--- src/rtl/merge_stream_node.sv ---
// Two-way sorted merge node with an output FIFO.
// Runs are delimited by an all-ones sentinel.
module merge_stream_node #(
  parameter int DWIDTH  = 32,
  parameter int AWIDTH  = 2,
  parameter bit DESCEND = 1'b1,
  parameter int CWIDTH  = 16
) (
  input  logic              Clk,
  input  logic              Reset,
  input  logic [DWIDTH-1:0] In1,
  input  logic              In1Valid,
  output logic              Read1,
  input  logic [DWIDTH-1:0] In2,
  input  logic              In2Valid,
  output logic              Read2,
  output logic [DWIDTH-1:0] Out,
  output logic              OutValid,
  input  logic              OutRead,
  output logic [AWIDTH:0]   Level,
  output logic [CWIDTH-1:0] RunCount,
  output logic              RunDone
);

  localparam logic [AWIDTH:0] DEPTH =
    (AWIDTH+1)'(1 << AWIDTH);
  localparam logic [DWIDTH-1:0] SENT = '1;

  logic [DWIDTH-1:0] mem [1<<AWIDTH];
  logic [AWIDTH-1:0] wptr;
  logic [AWIDTH-1:0] rptr;
  logic [DWIDTH-1:0] din;
  logic              s1;
  logic              s2;
  logic              take1;
  logic              pop;
  logic              space;
  logic              fire;

  assign OutValid = (Level != '0);
  assign Out      = OutValid ? mem[rptr] : SENT;
  assign pop      = OutRead && OutValid;
  assign space    = (Level < DEPTH) || pop;
  assign fire     = In1Valid && In2Valid
                    && space && !Reset;
  assign s1       = (In1 == SENT);
  assign s2       = (In2 == SENT);
  assign take1    = DESCEND ? (In1 > In2)
                            : (In1 < In2);

  // Ties fall through to stream 2
  always_comb begin
    Read1 = 1'b0;
    Read2 = 1'b0;
    din   = SENT;
    if (fire) begin
      unique case (1'b1)
        s1 && s2: begin
          Read1 = 1'b1;
          Read2 = 1'b1;
        end
        s1 && !s2: begin
          Read2 = 1'b1;
          din   = In2;
        end
        !s1 && s2: begin
          Read1 = 1'b1;
          din   = In1;
        end
        !s1 && !s2 && take1: begin
          Read1 = 1'b1;
          din   = In1;
        end
        default: begin
          Read2 = 1'b1;
          din   = In2;
        end
      endcase
    end
  end

  always_ff @(posedge Clk) begin
    if (fire) mem[wptr] <= din;
  end

  always_ff @(posedge Clk) begin
    if (Reset) begin
      wptr     <= '0;
      rptr     <= '0;
      Level    <= '0;
      RunCount <= '0;
      RunDone  <= 1'b0;
    end else begin
      RunDone <= fire && (din == SENT);
      if (fire) wptr <= wptr + AWIDTH'(1);
      if (pop)  rptr <= rptr + AWIDTH'(1);
      if (fire && !pop)
        Level <= Level + (AWIDTH+1)'(1);
      else if (!fire && pop)
        Level <= Level - (AWIDTH+1)'(1);
      if (fire) begin
        if (din == SENT)
          RunCount <= '0;
        else if (RunCount != '1)
          RunCount <= RunCount + CWIDTH'(1);
      end
    end
  end

endmodule

--- config.mk ---
export PLATFORM = sky130hd
export DESIGN_NAME = merge_stream_node
export DESIGN_NICKNAME = d
export VERILOG_FILES = /design/src/rtl/merge_stream_node.sv
export SDC_FILE = /design/constraint.sdc
export NUM_CORES = 1
export LEC_CHECK = 0
export ABC_CLOCK_PERIOD_IN_PS = 3700
export CORE_ASPECT_RATIO = 0.9
export CORE_UTILIZATION = 30
export DETAILED_ROUTE_END_ITERATION = 7
export PLACE_DENSITY = 0.6
export SETUP_SLACK_MARGIN = 0.05
export SLEW_MARGIN = 20
export SYNTH_ARGS = -nofsm -noshare
export SYNTH_HDL_FRONTEND = slang
export SYNTH_SLANG_ARGS = --single-unit
--- constraint.sdc ---
create_clock -name Clk -period 3.7 [get_ports Clk]
set_input_delay 0.74 -clock Clk [delete_from_list [all_inputs] [get_ports Clk]]
set_output_delay 0.74 -clock Clk [all_outputs]
set_load 0.1 [all_outputs]
==> run metrics, run 1 <==
DP Wirelength=14300 µm; crit path DAT=2880 ps; Worst Tran Pin Value=1000 ps; CORE AREA=0.0251 mm²; Synth cell types=48; Area growth syn-to-layout=40.6%; Crit. End Element=output port; PwrDens=604 mW/mm²; status=complete, no violations; Critical Path, Cell by Cell=dlygate4sd2_1 > ha_4 > nand4_1 > or2_4 > a211oi_2 > nor4_2 > buf_4 > buf_4 > o211ai_4 > and2_4 > buf_12; Non-Filler Instances=1164; DIE WIDTH=171 µm; Syn Area/Cell=13.0 µm²; DR iter-0 viols=373; clk sinks=154; nets@finish=917; Die Y=154 µm; per-cell routed wire length=18.1 µm; largest net degree at the start of global routing=36; Synth Cell Area=0.00768 mm²; Synth Register Bits=154; H-tree depth=4; CTS Buffer Depth=2; Tmin final=3620 ps; Final ANT Viol Nets=0; Setup TNS=0 ps; Reg clk slew, reported paths=70 ps; diodes inserted=0; most frequent cells in the layout=buf_4, edfxtp_1, nor2_1, dlygate4sd2_1, mux2i_1; Seq/Total Area, Yosys=0.568; highest routed layer=met5; Critical Path Source=In1[9]; Worst path max stage delay=290 ps; initial antenna violation count=1; Worst R2R Start=Level[2]$_SDFFE_PP0P_; CP most frequent cell=buf_4; GRT Util Overall=0.166; first-pass GRT wire length=32100 µm; TritonCTS clock tree=yes; FILL cells=2310; maximum fanout along the worst path=2; critical path class=input pin to output port; IO Count=124; routability congestion estimate from global placement=0.834; wl on met1=9860 µm; port bufs=123; CP top delay family=buffers and inverters; RSZ-0062 raised after global routing=false; wire length on met2=9570 µm; Setup violations, final=0; Placed Cells=1124; Setup Skew=7.31 ps; Fin Hold WS=531 ps; Fmax=0.277 GHz; Num CTS Buffers=17; Lkg Pwr=0.00400 µW; routed vias=5505; DRC=0; number of global-route vias before repair=5648; full die area=0.0263 mm²; Crit-path slowest cell=ha_4; final slew viol count=0; worst min-delay path class=flop to flop; period utilization=0.977; max-cap violations=0; WL met3=1480 µm; hold path start=rptr[0]$_SDFFE_PP0P_; CTS root buffer=clkbuf_16; Ys Warns=0; Routed WL=21100 µm; clk_lat worst skew=420 ps; Crit path buffers/inverters=4; syn_nets=697; share of post-route cells with drive strength above 1=0.342; placed cell area=0.00992 mm²; vias per cell=4.73; row count=55; crit start category=input pin; Starting Density=0.306; maximum vdd drop=0.402 mV; CP required=2960 ps; Slew HR=0.329; gr ovfl total=0; Final Cell Area=0.0108 mm²; Syn Inst Count=589; final hold violation count=0; utilization after layout=0.430; drt pass-1 iters=5; commonest non-fill, non-tap cell in the layout=buf_4
-- tightest hold or removal path, delay by kind of cell, from the launching register on --
kind                      cells  cell delay (ps)
and+or+nand+nor               1               70
DFF                           1              350
xor gates and xnor gates      1               80
-- per-layer routing --
metal | vias up | track usage
met5 | - | 0
met4 | 2 | 0.0386
met3 | 16 | 0.0468
met2 | 186 | 0.258
met1 | 2675 | 0.227
li1 | 2626 | -
-- final timing paths --
check	endpoint	slack [ps]	cells after the start
setup / recovery	Read1	80	11
hold / removal	rptr[0]$_SDFFE_PP0P_	530	2
setup reg to reg	Level[2]$_SDFFE_PP0P_	1260	10
hold reg to reg	rptr[0]$_SDFFE_PP0P_	530	2
-- synthesized netlist by cell type, drive strengths merged --
master	n	area (µm²)
o211ai	4	48.8
nor3	8	50.1
o21ai	5	25.0
a21o	2	15.0
xor2	15	131
nand2	19	71.3
a211oi	1	12.5
inv	38	143
ha	38	475
nor2b	1	6.26
nor4	9	83.8
clkbuf	13	48.8
a22o	1	8.76
dfxtp	26	521
a21oi	17	85.1
or2	33	206
nand2b	1	6.26
and3	1	6.26
and4	1	8.76
nand3	12	60.1
o2bb2ai	1	8.76
and2	6	37.5
or3	1	6.26
mux4	32	721
nand4	34	225
xnor2	2	17.5
o31ai	2	20.0
o21a	3	22.5
nor2	89	334
clkinv	1	3.75
fa	1	20.0
mux2i	33	330
edfxtp	128	3840
a221o	1	10.0
buf	9	62.6
o22ai	1	6.26
-- layout make-up --
class / count / area (µm²) / area share
clock buffer: 19 / 433 / 0.0401
clock inverter: 13 / 145 / 0.0134
inverter: 39 / 146 / 0.0136
multi-input combinational: 374 / 3330 / 0.309
sequential: 154 / 4370 / 0.404
tap: 342 / 428 / 0.0396
timing repair buffer: 223 / 1950 / 0.181
-- through the flow --
step                setup slack [ps]  power (µW)
floorplan                        175        4120
global placement                -167        4870
detailed placement              -259        4870
CTS                             49.8        6580
global route                    24.6        6780
finish                          83.6        6530
-- cells by family (layout without fill, tap and decap cells) --
family	Yosys count	in the layout	share of synthesized area
adder cells (fa/ha/maj)	39	39	0.0645
AO/OA/AOI/OAI	38	38	0.0342
multiplexers	65	65	0.137
buffers and inverters	61	294	0.0335
flip-flops	154	154	0.568
AND/OR/NAND/NOR	215	215	0.143
XOR/XNOR	17	17	0.0194
-- power by group --
group          leakage (µW)  switching [µW]  internal [µW]
registers           0.00129            37.7           1930
logic               0.00245            2030            826
clock network      0.000264             705            998
-- flip-flops by register name, summed over array words and instances (netlist names), named ones only --
name	cells
wptr	2
Level	3
mem	128
RunCount	16
RunDone	1
rptr	2
-- repair_timing --
action / 4_1_cts / 5_1_grt
gates cloned: 0 / 0
resized for setup: 70 / 44
pin swaps: 25 / 20
hold buffers: 0 / 0
endpoints found under the setup margin: 2 / 2
buffers inserted: 4 / 4
Power figures use the tool's default switching activity.
==> run 2, diff against run 1 <==
--- a/config.mk
+++ b/config.mk
@@ -5,11 +5,11 @@
 export SDC_FILE = /design/constraint.sdc
 export NUM_CORES = 1
 export LEC_CHECK = 0
+export ABC_AREA = 1
 export ABC_CLOCK_PERIOD_IN_PS = 3700
-export CORE_ASPECT_RATIO = 0.9
 export CORE_UTILIZATION = 30
 export DETAILED_ROUTE_END_ITERATION = 7
-export PLACE_DENSITY = 0.6
+export PLACE_DENSITY = 0.59
 export SETUP_SLACK_MARGIN = 0.05
 export SLEW_MARGIN = 20
 export SYNTH_ARGS = -nofsm -noshare
==> run 2 against run 1 <==
Die area grew 9.3%; sequential cell count did not move; core utilization fell by 0.17 points; first-iteration DRC count fell by 0.54%; total power rose by 6.6%; setup slack improved by 88 ps; critical endpoint is now RunCount[11]$_SDFFE_PP0P_; global-route usage decreased by 0.89 points; worst hold slack worse by 65 ps; synthesized area grew 9.4%; synthesized cell count is 46% higher.
==> run metrics, run 2 <==
Syn Area/Cell=9.81 µm² (was 13.0 µm²); Setup TNS=0 ps (unchanged); maximum fanout along the worst path=11 (was 2); Slew HR=0.341 (was 0.329); Worst Hold Path EP=rptr[1]$_SDFFE_PP0P_ (was rptr[0]$_SDFFE_PP0P_); CORE AREA=0.0273 mm² (was 0.0251 mm²); DR iter-0 viols=371 (was 373); Syn Inst Count=857 (was 589); met1 global-route usage=0.213 (was 0.227); FILL cells=2587 (was 2310); gr ovfl total=0 (unchanged); status=complete, no violations (unchanged); Synth top cells by count=nand2_1, edfxtp_1, inv_1, nand3_1, o211ai_1 (was edfxtp_1, nor2_1, ha_1, inv_1, mux2i_1); Worst R2R Start=RunCount[2]$_SDFFE_PP0P_ (was Level[2]$_SDFFE_PP0P_); full die area=0.0287 mm² (was 0.0263 mm²); Largest regs=mem (128), RunCount (16), Level (3) (unchanged); clk sinks=154 (unchanged); EDFF count, synth=128 (unchanged); Routed WL=22100 µm (was 21100 µm); Ys Warns=0 (unchanged); count leader, synth=nand2_1 (was edfxtp_1); syn_nets=965 (was 697); Worst Tran Pin Value=985 ps (was 1000 ps); Post-CTS Hold Buffers=0 (unchanged); Area growth syn-to-layout=38.9% (was 40.6%); drt pass-1 iters=5 (unchanged); routed vias=6845 (was 5505); TritonCTS clock tree=yes (unchanged); worst min-delay path class=flop to flop (unchanged); CP required=4000 ps (was 2960 ps); CTS root buffer=clkbuf_16 (unchanged); post-synth top area share=0.457 (was 0.500); Seq/Total Area, Yosys=0.519 (was 0.568); Setup violations, final=0 (unchanged); Reg clk slew, reported paths=60 ps (was 70 ps); DRC=0 (unchanged); share of post-route cells with drive strength above 1=0.248 (was 0.342); port bufs=123 (unchanged); Worst R2R End=RunCount[15]$_SDFFE_PP0P_ (was Level[2]$_SDFFE_PP0P_); Synth Register Bits=154 (unchanged); per-cell routed wire length=15.0 µm (was 18.1 µm); Async S/R FF share, synth=0 (unchanged); period utilization=0.954 (was 0.977); number of flip-flops in the largest register=128 (unchanged); commonest non-fill, non-tap cell in the layout=nand2_1 (was buf_4); Crit. End Element=flop (was output port); ys flop type=edfxtp_1 (unchanged); utilization after layout=0.428 (was 0.430); final slew viol count=0 (unchanged); hold path start=rptr[1]$_SDFFE_PP0P_ (was rptr[0]$_SDFFE_PP0P_); crit path DAT=3830 ps (was 2880 ps); initial antenna violation count=2 (was 1); worst-case reg-to-reg path depth=8 (was 10); Tmin final=3530 ps (was 3620 ps); critical path class=input pin to flop (was input pin to output port); crit start category=input pin (unchanged); Setup Skew=9.88 ps (was 7.31 ps); R2R Setup Slk=1020 ps (was 1260 ps); Num CTS Buffers=17 (unchanged); DP Wirelength=15500 µm (was 14300 µm); Synth Cell Area=0.00840 mm² (was 0.00768 mm²); first-pass GRT wire length=34700 µm (was 32100 µm); final hold violation count=0 (unchanged); DIE WIDTH=169 µm (was 171 µm); number of global-route vias before repair=6590 (was 5648); clk_lat worst skew=430 ps (was 420 ps); row count=60 (was 55); Synth cell types=36 (was 48); Fmax=0.283 GHz (was 0.277 GHz); max-cap violations=0 (unchanged); Synth area leaders=edfxtp_1, nand2_1, dfxtp_1 (was edfxtp_1, mux4_2, dfxtp_1); IO Count=124 (unchanged); met2 Use GR=0.253 (was 0.258); Starting Density=0.308 (was 0.306); busiest grt layer=met2 (unchanged); largest net degree at the start of global routing=76 (was 36); vias per cell=4.66 (was 4.73); Lkg Pwr=0.00456 µW (was 0.00400 µW); cell accounting for the most synthesized area=edfxtp_1 (unchanged); maximum vdd drop=0.386 mV (was 0.402 mV); Die Y=169 µm (was 154 µm); M3 GR Usage=0.0322 (was 0.0468); GRT Util Overall=0.157 (was 0.166); routability congestion estimate from global placement=0.854 (was 0.834); H-tree depth=4 (unchanged); Hold Crit Depth=2 (unchanged); Final ANT Viol Nets=0 (unchanged); CTS Buffer Depth=2 (unchanged); nets@finish=1193 (was 917); PwrDens=596 mW/mm² (was 604 mW/mm²); most frequent cells in the layout=nand2_1, buf_4, edfxtp_1, inv_1, clkdlybuf4s50_1 (was buf_4, edfxtp_1, nor2_1, dlygate4sd2_1, mux2i_1); largest reg by FF count=mem (unchanged)
[run 2: cell types whose count changed in the layout (fill, tap and decap cells not counted), sizes merged, moves of 32 or more]
cell	before	now
dlygate4sd2	35	1
inv	41	115
nand3	12	100
nor2	89	48
o211ai	4	64
nand2	19	172
mux4	32	0
or2	33	1
clkdlybuf4s50	26	74
[run 2: how the worst max path moves through the flow]
| stage | cells after the start | slack, ps | endpoint | startpoint |
|---|---|---|---|---|
| after global routing | 22 | -3 | RunCount[14]$_SDFFE_PP0P_ | In2[11] |
| after floorplan | 6 | 70 | mem[0][0]$_DFFE_PP_ | Reset |
| after global placement | 20 | -300 | RunCount[10]$_SDFFE_PP0P_ | In2[19] |
| final | 20 | 170 | RunCount[11]$_SDFFE_PP0P_ | In1[23] |
| after CTS | 15 | 100 | Read2 | In2[18] |
| after detailed placement | 20 | -300 | RunCount[8]$_SDFFE_PP0P_ | In2[19] |
[run 2: worst max-delay path, cell delays in order]
cell	delay [ps]
clkdlybuf4s50_1	580
ha_4	240
buf_4	130
a21oi_1	120
nand3_1	150
a21oi_2	190
nand2_2	110
nand2_8	100
buf_6	120
buf_6	130
nand3_1	100
nand3_2	100
nand2_1	70
nor2_1	130
nand2_2	100
nor2_4	230
buf_12	140
nand3_4	150
nand3_2	100
a21oi_1	80
[run 2: power breakdown]
part	switching (µW)	leakage [µW]	total, µW	internal [µW]
Clock	715	0.000282	1720	1000
Combinational	2420	0.00299	3240	827
Sequential	61.1	0.00129	1990	1930
[run 2: area by class of cell]
type                    instances  area [µm²]  area share
clock inverters                14         160      0.0137
flip-flops and latches        154        4370       0.374
multi-input cells             556        3620       0.310
inverters                     109         409      0.0351
clock buffers                  17         425      0.0364
repair buffers                247        2220       0.191
diodes                          1        2.50    0.000214
well taps                     372         465      0.0399
[run 2: per-stage QoR]
stage / worst slack, ps / instances / hold WS [ps] / cell area (µm²) / total power (µW)
finish: 171 / 1470 / 467 / 11700 / 6960
global route: -2.75 / 1470 / 504 / 11700 / 7250
CTS: 98.8 / 1461 / 471 / 11400 / 6930
detailed placement: -303 / 1428 / 459 / 10800 / 5210
global placement: -298 / 1428 / 456 / 10800 / 5190
floorplan: 74.6 / 857 / 436 / 8410 / 4390
[run 2: timing repair]
item | 4_1_cts | 5_1_grt
resized for setup | 3 | 46
endpoints found under the setup margin | 2 | 19
setup buffers | 3 | 6
pin swaps | 1 | 18
cloned | 0 | 2
[run 2: per-layer routing]
layer  vias to the layer above  wire [µm]
met5                         -          0
li1                       3450          -
met1                      3230      10700
met2                       148      10300
met3                        17        830
met4                         0        242
[run 2: kinds of logic (layout without fill, tap and decap cells)]
logic type / count (synthesis) / after routing / synth area share
AO/OA/AOI/OAI: 113 / 113 / 0.0886
XOR/XNOR: 12 / 12 / 0.0125
adder cells (fa/ha/maj): 39 / 39 / 0.0590
buffers and inverters: 149 / 387 / 0.0749
flip-flops: 154 / 154 / 0.519
multiplexers: 32 / 32 / 0.0381
other: 0 / 1 / 0
AND/OR/NAND/NOR: 358 / 360 / 0.208
==> run 3, diff against run 2 <==
--- a/config.mk
+++ b/config.mk
@@ -9,6 +9,7 @@
 export ABC_CLOCK_PERIOD_IN_PS = 3700
 export CORE_UTILIZATION = 30
 export DETAILED_ROUTE_END_ITERATION = 7
+export GPL_TIMING_DRIVEN = 0
 export PLACE_DENSITY = 0.59
 export SETUP_SLACK_MARGIN = 0.05
 export SLEW_MARGIN = 20
==> constraint.sdc (replaced) <==
create_clock -name Clk -period 3.7 [get_ports Clk]
set_input_delay 1.11 -clock Clk [delete_from_list [all_inputs] [get_ports Clk]]
set_output_delay 1.11 -clock Clk [all_outputs]
set_load 0.1 [all_outputs]
==> run 3 against run 2 <==
The flow now finishes with violations (negative setup slack); non-clock buffer count fell by 73; global-route usage rose by 0.99 points; clock skew rose by 2.9 ps; design area fell by 3.2%; critical path depth fell by 7; register-to-register slack improved by 20 ps; via count fell by 0.75%; worst hold slack got worse by 2.1 ps; die area did not move; sequential share of layout area rose by 1.2 points; clock power fell by 3%.
==> run metrics, run 3 (synthesis gave the netlist of run 2 again) <==
Final ANT Viol Nets=0 (unchanged); status=complete, but fails checks (was complete, no violations); Setup Skew=12.8 ps (was 9.88 ps); CP required=2590 ps (was 4000 ps); diodes inserted=0 (was 1); DP Wirelength=17400 µm (was 15500 µm); commonest non-fill, non-tap cell in the layout=nand2_1 (unchanged); Lkg Pwr=0.00411 µW (was 0.00456 µW); Comb pwr share=0.469 (was 0.466); Reg power frac=0.288 (was 0.287); met2 Use GR=0.272 (was 0.253); Setup violations, final=2 (was 0); H-tree depth=4 (unchanged); maximum fanout along the worst path=4 (was 11); Crit. End Element=output port (was flop); vias per cell=4.87 (was 4.66); port bufs=122 (was 123); TritonCTS clock tree=yes (unchanged); final hold violation count=0 (unchanged); Slew HR=0.340 (was 0.341); DRC=0 (unchanged); FILL cells=2622 (was 2587); largest reg by FF count=mem (unchanged); gr ovfl total=0 (unchanged); CP top delay family=simple AND/OR/NAND/NOR gates (unchanged); Worst path max stage delay=270 ps (was 580 ps); most frequent cells in the layout=nand2_1, edfxtp_1, inv_1, o211ai_1, nand3_1 (was nand2_1, buf_4, edfxtp_1, inv_1, clkdlybuf4s50_1); Crit path buffers/inverters=4 (was 5); clock group share of total power=0.243 (was 0.247); number of global-route vias before repair=6609 (was 6590); Register Area=0.00437 mm² (unchanged); CP most frequent cell=nor2_2; Largest regs=mem (128), RunCount (16), Level (3) (unchanged); CORE AREA=0.0273 mm² (unchanged); Reg clk slew, reported paths=60 ps (about the same); Power Internal=3580 µW (was 3760 µW); GRT Util Overall=0.166 (was 0.157); initial antenna violation count=0 (was 2); DIE WIDTH=169 µm (unchanged); routability congestion estimate from global placement=0.855 (was 0.854); nets@finish=1118 (was 1193); number of flip-flops in the largest register=128 (unchanged); share of post-route cells with drive strength above 1=0.307 (was 0.248); Die Y=169 µm (unchanged); period utilization=1.02 (was 0.954); full die area=0.0287 mm² (unchanged); worst min-delay path class=flop to flop (unchanged); clk sinks=154 (unchanged); Psw=3270 µW (was 3190 µW); crit start category=input pin (unchanged); DR iter-0 viols=473 (was 371); RSZ-0062 raised after global routing=true; PwrDens=606 mW/mm² (was 596 mW/mm²); M3 GR Usage=0.0294 (was 0.0322); routed vias=6794 (was 6845); largest net degree at the start of global routing=22 (was 76); CTS root buffer=clkbuf_16 (unchanged); row count=60 (unchanged); first-pass GRT wire length=36400 µm (was 34700 µm); met1 global-route usage=0.223 (was 0.213); Fmax=0.265 GHz (was 0.283 GHz); Tmin final=3770 ps (was 3530 ps); Worst Tran Pin Value=987 ps (was 985 ps); Routed WL=23500 µm (was 22100 µm); Critical Path, Cell by Cell=buf_4 > inv_1 > ha_1 > nand2_1 > nor2_2 > nand2_2 > nor3_2 > nor2_2 > nand2_8 > buf_8 > nand2_4 > nor2_4 > buf_12 (was clkdlybuf4s50_1 > ha_4 > buf_4 > a21oi_1 > nand3_1 > a21oi_2 > nand2_2 > nand2_8 > buf_6 > buf_6 > nand3_1 > nand3_2 > nand2_1 > nor2_1 > nand2_2 > nor2_4 > buf_12 > nand3_4 > nand3_2 > a21oi_1); IO Count=124 (unchanged); critical path class=input pin to output port (was input pin to flop); CTS Buffer Depth=2 (unchanged); Final WS setup=-71.7 ps (was 171 ps); clk_lat worst skew=430 ps (about the same); busiest grt layer=met2 (unchanged); Fin Hold WS=465 ps (was 467 ps); drt pass-1 iters=5 (unchanged); Post-Place Worst Slack=-2080 ps (was -303 ps); per-cell routed wire length=16.9 µm (was 15.0 µm); crit path DAT=2660 ps (was 3830 ps); Crit-path slowest cell=ha_1 (was clkdlybuf4s50_1); failing checks=negative setup slack; Area growth syn-to-layout=34.5% (was 38.9%); Net Sw Frac=0.477 (was 0.459); Num CTS Buffers=17 (unchanged); max-cap violations=0 (unchanged); maximum vdd drop=0.339 mV (was 0.386 mV); final slew viol count=0 (unchanged); multi-input logic area=0.00399 mm² (was 0.00362 mm²); Starting Density=0.308 (unchanged)
[run 3: cell count changes in the layout (fill, tap and decap cells not counted), moves of 8 or more]
cell	previous run	this run
buf_2	0	47
buf_4	146	32
buf_6	5	29
clkbuf_1	0	15
clkbuf_2	0	8
clkdlybuf4s50_1	74	22
dlymetal6s2s_1	13	0
ha_1	33	10
ha_4	5	27
inv_1	101	76
inv_2	8	20
inv_4	0	11
nand3_1	69	59
nand3_2	29	37
[run 3: area by class of cell]
type	count	area share
repair buffers	135	0.105
flip-flops and latches	154	0.387
clock inverters	14	0.0122
inverters	109	0.0401
multi-input cells	554	0.353
plain buffers	39	0.0235
well taps	372	0.0412
clock buffers	18	0.0380
[run 3: repair_timing]
action	CTS	global route
setup buffers	6	3
pin swaps	33	16
gates cloned	0	0
setup endpoints to repair	183	44
resized for setup	530	81
hold buffers	0	0
[run 3: per-stage QoR]
step                      area (µm²)   util  setup TNS (ps)  total power (µW)  instances
after CTS                      11000  0.404            -187              6860       1393
after global placement         10300  0.377         -341890              5270       1351
after global routing           11300  0.415            -323              7130       1395
final                          11300  0.415            -139              6850       1395
after floorplan                 8590      -          -38370              4410        857
after detailed placement       10400  0.382         -115290              5300       1355
[run 3: metal layers]
layer  up-vias  share of wire
li1       3298              -
met1      3269           0.45
met2       201           0.47
met3        26          0.052
met4         0          0.019
met5         -              0
[run 3: final timing paths]
path / from / to / slack, ps / cells past startpoint
hold reg to reg: rptr[1]$_SDFFE_PP0P_ / rptr[1]$_SDFFE_PP0P_ / 460 / 2
hold / removal: rptr[1]$_SDFFE_PP0P_ / rptr[1]$_SDFFE_PP0P_ / 460 / 2
setup reg to reg: Level[2]$_SDFFE_PP0P_ / Level[2]$_SDFFE_PP0P_ / 1040 / 15
setup / recovery: In2[28] / Read2 / -70 / 13
[run 3: worst reg2reg max path, cell delays in order, from the launching register on]
cell and delay, ps:
dfxtp_2 330, inv_1 90, nor2_2 50, nor4_4 110, buf_4 180, buf_12 110, buf_12 100, buf_4 190
buf_2 260, ha_1 180, inv_1 60, fa_1 380, a21oi_1 140, o21ai_0 130, o21ai_0 180, a21oi_1 60
[run 3: power by group through the flow]
stage	Combinational (µW)	Sequential (µW)	Clock (µW)
2_1_floorplan	2280	2130	0
3_3_place_gp	3270	2000	0
3_5_place_dp	3300	2000	0
4_1_cts	3210	1960	1690
5_1_grt	3390	1980	1750
6_report	3220	1970	1660
